<file path="src/rtl/bcd_counter_sync_n.sv">
// Synchronous multi-digit BCD up/down counter with load, clear and wrap flags.
// Define BCD_COUNTER_SATURATE_EN to hold at the limits instead of wrapping.
module bcd_counter_sync_n #(
  parameter int                  DIGITS = 3,
  parameter logic [4*DIGITS-1:0] INIT   = '0
) (
  input  logic                clk,
  input  logic                reset,
  input  logic                clr,
  input  logic                en,
  input  logic                up_dn,
  input  logic                load,
  input  logic [4*DIGITS-1:0] load_val,
  output logic [4*DIGITS-1:0] count,
  output logic                tc,
  output logic                wrap,
  output logic                load_err
);

`ifdef BCD_COUNTER_SATURATE_EN
  localparam bit SAT = 1'b1;
`else
  localparam bit SAT = 1'b0;
`endif

  if (DIGITS < 1 || DIGITS > 8) begin : g_bad_digits
    $error("bcd_counter_sync_n: DIGITS must be 1..8");
  end

  for (genvar g = 0; g < DIGITS; g++) begin : g_init_chk
    if (INIT[4*g +: 4] > 4'd9) begin : g_bad_init
      $error("bcd_counter_sync_n: INIT nibble is not BCD");
    end
  end

  logic [4*DIGITS-1:0] r_count;
  logic                r_wrap;
  logic                r_load_err;

  logic [4*DIGITS-1:0] w_cnt_nxt;
  logic [4*DIGITS-1:0] w_load_bcd;
  logic [DIGITS-1:0]   w_nine;
  logic [DIGITS-1:0]   w_zero;
  logic                w_cu;
  logic                w_cd;
  logic                w_load_bad;
  logic                w_tc;
  logic [3:0]          w_d;
  logic [3:0]          w_lv;

  // w_cu/w_cd ripple the "all lower digits at limit" condition upward
  always_comb begin
    w_cnt_nxt  = r_count;
    w_load_bcd = '0;
    w_load_bad = 1'b0;
    w_nine     = '0;
    w_zero     = '0;
    w_cu       = 1'b1;
    w_cd       = 1'b1;
    w_d        = '0;
    w_lv       = '0;
    for (int i = 0; i < DIGITS; i++) begin
      w_d       = r_count[4*i +: 4];
      w_nine[i] = (w_d == 4'd9);
      w_zero[i] = (w_d == 4'd0);
      if (up_dn && w_cu) begin
        w_cnt_nxt[4*i +: 4] = w_nine[i] ? 4'd0 : w_d + 4'd1;
      end else if (!up_dn && w_cd) begin
        w_cnt_nxt[4*i +: 4] = w_zero[i] ? 4'd9 : w_d - 4'd1;
      end
      w_cu = w_cu & w_nine[i];
      w_cd = w_cd & w_zero[i];
      w_lv = load_val[4*i +: 4];
      if (w_lv > 4'd9) begin
        w_load_bad = 1'b1;
      end else begin
        w_load_bcd[4*i +: 4] = w_lv;
      end
    end
  end

  assign w_tc = en & (up_dn ? (&w_nine) : (&w_zero));

  always_ff @(posedge clk or posedge reset) begin
    if (reset) begin
      r_count    <= INIT;
      r_wrap     <= 1'b0;
      r_load_err <= 1'b0;
    end else if (clr) begin
      r_count    <= '0;
      r_wrap     <= 1'b0;
      r_load_err <= 1'b0;
    end else if (load) begin
      r_count    <= w_load_bcd;
      r_wrap     <= 1'b0;
      r_load_err <= w_load_bad;
    end else if (en) begin
      if (!(SAT && w_tc)) begin
        r_count <= w_cnt_nxt;
      end
      r_wrap     <= !SAT && w_tc;
      r_load_err <= 1'b0;
    end else begin
      r_wrap     <= 1'b0;
      r_load_err <= 1'b0;
    end
  end

  assign count    = r_count;
  assign tc       = w_tc;
  assign wrap     = r_wrap;
  assign load_err = r_load_err;

endmodule

</file>
<file path="config.mk">
export PLATFORM = sky130hd
export DESIGN_NAME = bcd_counter_sync_n
export DESIGN_NICKNAME = d
export VERILOG_FILES = /design/src/rtl/bcd_counter_sync_n.sv
export SDC_FILE = /design/constraint.sdc
export NUM_CORES = 1
export LEC_CHECK = 0
export ABC_CLOCK_PERIOD_IN_PS = 4900
export CELL_PAD_IN_SITES_DETAIL_PLACEMENT = 1
export CELL_PAD_IN_SITES_GLOBAL_PLACEMENT = 2
export CORE_MARGIN = 10
export CORE_UTILIZATION = 31
export CTS_BUF_LIST = sky130_fd_sc_hd__clkbuf_16
export CTS_CLUSTER_SIZE = 14
export DETAILED_ROUTE_END_ITERATION = 8
export PLACE_DENSITY = 0.87
export SLEW_MARGIN = 10
export SYNTH_ARGS = -nofsm -noshare
export SYNTH_HDL_FRONTEND = slang
export SYNTH_SLANG_ARGS = --single-unit
</file>
<file path="constraint.sdc">
create_clock -name clk -period 4.9 [get_ports clk]
set_input_delay 0.98 -clock clk [delete_from_list [all_inputs] [get_ports clk]]
set_output_delay 0.98 -clock clk [all_outputs]
set_load 0.02 [all_outputs]
</file>
# Yosys cells after proc, flatten, opt, wreduce, memory -nomap -nowiden

Cells that the tools add are included.
Widths: inputs -> output; s select.

Output and inout bits: 15
Logic and storage cells: 61
Input port bits: 18
Register bits after elaboration: 14

$lt $le $gt $ge: 3
Bitwise gates (word level): 3
Eq/ne operators: 3
Add/subtract/negate cells: 6
Mux-type cells: 26
Reduce and logical (&&, ||, !) cells: 15

Operators with widths:

| cell                | count |
|---|---|
| $mux 4              | 14 |
| $mux 12             | 3 |
| $add 4x1->4 const B | 3 |
| $eq 4x4->1 const B  | 3 |
| $gt 4x4->1 const B  | 3 |
| $logic_not 4->1     | 3 |
| $sub 4x1->4 const B | 3 |
| $mux 1              | 9 |
| $reduce_bool 4->1   | 2 |
| $reduce_and 3->1    | 2 |
| $logic_and 1x1->1   | 4 |
| $reduce_and 2->1    | 2 |
| $and 1x1->1         | 3 |
| $reduce_bool 3->1   | 1 |
| $logic_not 1->1     | 1 |

# Longest topological paths before layout

Depth after elaboration: 8
Mapped depth: 7
Depth with buffers taken out: 7

# Worst setup path before layout

Ideal clock, no wire load.

Path kind: input -> output
Start point: input up_dn
End point: output tc
Path slack: 2.130 ns
Required time: 3.920 ns
Path buffers: 1
Arrival: 1.790 ns
Cell stages on the path: 5
Path through: buf_6 > nor3_2 > nand4_2 > nor2_1 > o21a_1

Longest elaborated chain between the ends: 2

Ends and longest elaborated chain:

| what            | RTL line | text |
|---|---|---|
| start, declared | 11       | `input logic up_dn,` |
| $mux 1          | 82       | `assign w_tc = en & (up_dn ? (&w_nine) : (&w_zero));` |
| $and 1x1->1     | 82       |  |
| end, declared   | 15       | `output logic tc,` |

No other way between the ends.

# Worst setup path after layout

Ends and elaborated chain as after synthesis.

==> impl_results.md <==
- Die area: ~7700 sq um
- Worst min path class: reg -> reg
- Total gr overflow: 0
- Pwr/cell area: around 240 nW/um^2
- Req. time, crit path: roughly 3900 ps
- Crit. Startpoint: up_dn
- Routability cong.: a little over 0.8
- Area grow syn2layout: 27.8%
- Worst Setup Path Type: in -> out
- Power after layout: between 0.4 and 0.5 mW
- Post CTS Setup Buffer Count: 0
- Vias: about 1400
- Net Switching: 0.140 mW
- Dpl cell area: around 1700 sq um
- Setup TNS Final: 0 ps
- CP peak stage delay: about 650 ps
- Most frequent CP cell: clkdlybuf4s50_1
- Critical path's top delay family: buffers and inverters
- Final max-slew violation count: 0
- Port-buffer cells: 32
- Post-route ant nets: 0
- Synthesized area: around 1400 sq um
- DRT iter0 DRCs: 57
- H-tree levels: 1
- Count of unique library cells instantiated by Yosys: 58
- Cell row count: 24
- Worst hold start: count[8]
- Hold Buf Count CTS: 0
- Fmax: 252 MHz
- Min Clock Period, post-route: 3960 ps
- Slew @ Worst Pin: approximately 760 ps
- VDD IR-drop max: between 0.08 and 0.09 mV
- RSZ-0062 raised after global routing: no
- Area of the multi-input gates: about 960 sq um
- Clock-pin slew on the worst setup and hold paths: roughly 50 ps
- Synth Register Bits: 14
- Vias in the first global route: roughly 1600
- Dpl hpwl: ~3500 um
- Max-slew headroom: approximately half
- DRT Wirelength: 4540 um
- Global Route Usage Sum: ~12%
- Final Cell Area: 1810 sq um
- Status: completed
- # diodes: 0
- Root buffer cell: clkbuf_16
- CP Launch Type: input pin
- RR Startpoint: count[4]
- PostCTS Resize Cnt: 0
- Syn_nets: roughly 200
- Gate power share: between 30 and 40%
- Total of max-cap violations: 0
- Clock skew: ~1.2 ps
- FFs w/ async S/R, synth: between 90% and 100%
- Crit path DAT: between 2000 and 3000 ps
- Num CTS Buffers: 3
- CTS sink count: 14
- Bufs and invs on worst path: 2
- Setup violators final: 0
- DIE WIDTH: about 90 um
- Slowest CP cell: clkdlybuf4s50_1
- Drt first pass iters: 4
- Final Util: 41.2%
- First-pass GRT wire length: around 7800 um
- Initial Util: between 30% and 40%
- Fillers: 530
- Core Region: approximately 4400 sq um
- Post-synth top area share: between 20% and 30%
- Routed length per instance: approximately 18 um
- Ys Warns: 0
- Register area: ~350 sq um
- Main synth FF type: dfrtp_1
- Via density: roughly 5.6
- Sequential power share: about 32%
- Leakage power: between 0.7 and 0.8 nW
- Pin count of the biggest net entering global routing: 23
- Cells along the critical path: clkdlybuf4s50_1 > and3_4 > nand3_4 > nor2_1 > o21a_1 > clkdlybuf4s50_1
- Crit share post-route: between 80% and 90%
- Clk_lat worst skew: ~250 ps
- Count leader, synth: nand2_1
- Share of cells above drive strength 1: about 8.1%
- Worst setup EP type: primary output
- EDFF count, synth: 0
- TritonCTS clock tree: yes
- Final count of hold timing violations: 0
- Crit Path Max Fanout: 9
- Nets: approximately 230
- DRC: 0
- Top post-synthesis cells by area: dfrtp_1, ha_1, o21ai_0
- # IOs: 33
- Yosys top cell by area: dfrtp_1
- Sequential area share after synthesis: around a quarter
- Antenna violations before repair: 0
- Clock Power Share: 37.1%
- Switching Fraction: between 30% and 40%
- Synthesized area per cell: 8.18 sq um
- Post-synth top cells: nand2_1, dfrtp_1, o21ai_0
- Cells after synthesis: between 150 and 200
- Die Ht: 87.6 um
- Max Buffers Root-to-Sink: 2
- P_int: just under 0.3 mW
-- state kept, by name, indices dropped and copies added (netlist names) --
register  cells
load_err      1
count        12
wrap          1
-- worst register-to-register path: stages, from the launching register on --
cell      delay [ps]
dfrtp_1          480
inv_1            130
ha_1             200
nor2b_1          260
nand4_2          180
a21boi_4         290
nor4b_1           80
a311o_1          310
-- power groups by stage --
stage	Combinational [mW]	Clock, mW	Sequential, mW
3_3_place_gp	0.127	0	0.141
5_1_grt	0.147	0.167	0.143
6_report	0.132	0.160	0.141
4_1_cts	0.133	0.158	0.141
2_1_floorplan	0.0793	0	0.143
3_5_place_dp	0.132	0	0.142
-- cell usage in the layout, fill, tap and decap left out, types with 2 or more instances in the layout --
cell	instances
mux2i_1	3
dfrtp_1	14
nor3_1	4
nor4_1	2
a31oi_1	4
clkbuf_16	3
and2_4	2
o21ai_1	2
o21ai_0	13
nand3b_1	3
inv_1	9
nand2b_1	5
nand3_1	5
nor2_1	11
ha_1	8
o211ai_1	4
nor3b_1	3
clkdlybuf4s50_1	32
nand2_1	16
a21oi_1	10
o31ai_1	2
a211oi_1	3
xnor2_1	3
nor2b_1	3
-- final cells by class --
| cell class | instances | area share, % |
|---|---|---|
| clock inverter | 1 | 0.208 |
| inverter | 9 | 1.87 |
| tap | 52 | 3.60 |
| timing repair buffer | 32 | 17.7 |
| clock buffer | 3 | 4.15 |
| multi-input combinational | 139 | 53.1 |
| sequential | 14 | 19.4 |
-- path summary, 6_finish.rpt --
path	to	slack, ps	cells after the start
min in group asynchronous	load_err	1090	2
max in group asynchronous	count[3]	3430	2
hold reg to reg	count[8]	690	1
hold / removal	count[8]	690	1
setup reg to reg	count[11]	2840	7
setup / recovery	tc	940	6
-- through the flow --
stage	setup slack (ps)	hold slack, ps	std cells
after floorplan	2130	713	173
after global placement	1010	659	246
after detailed placement	966	686	246
after CTS	922	694	250
after global routing	836	743	250
final	939	687	250
-- layer usage --
| metal | part of all wire, % | track usage [%] | vias to the layer above |
|---|---|---|---|
| met5 | 0 | 0 | - |
| met4 | 1.1 | 4.20 | 0 |
| met2 | 46 | 19.2 | 40 |
| li1 | - | - | 686 |
| met3 | 6.4 | 4.18 | 7 |
| met1 | 46 | 15.7 | 672 |
-- cells by family (layout without fill, tap and decap cells) --
kind of cell	Yosys count	in the layout	share of synthesized area, %
and+or+nand+nor	71	71	30.5
AOI/OAI and AO/OA	53	53	25.6
buffers and inverters	20	45	7.43
DFF	14	14	24.8
adders and majority gates	8	8	7.07
xor gates and xnor gates	4	4	2.48
muxes	3	3	2.12
No activity file was read; power rests on OpenSTA's default activity.
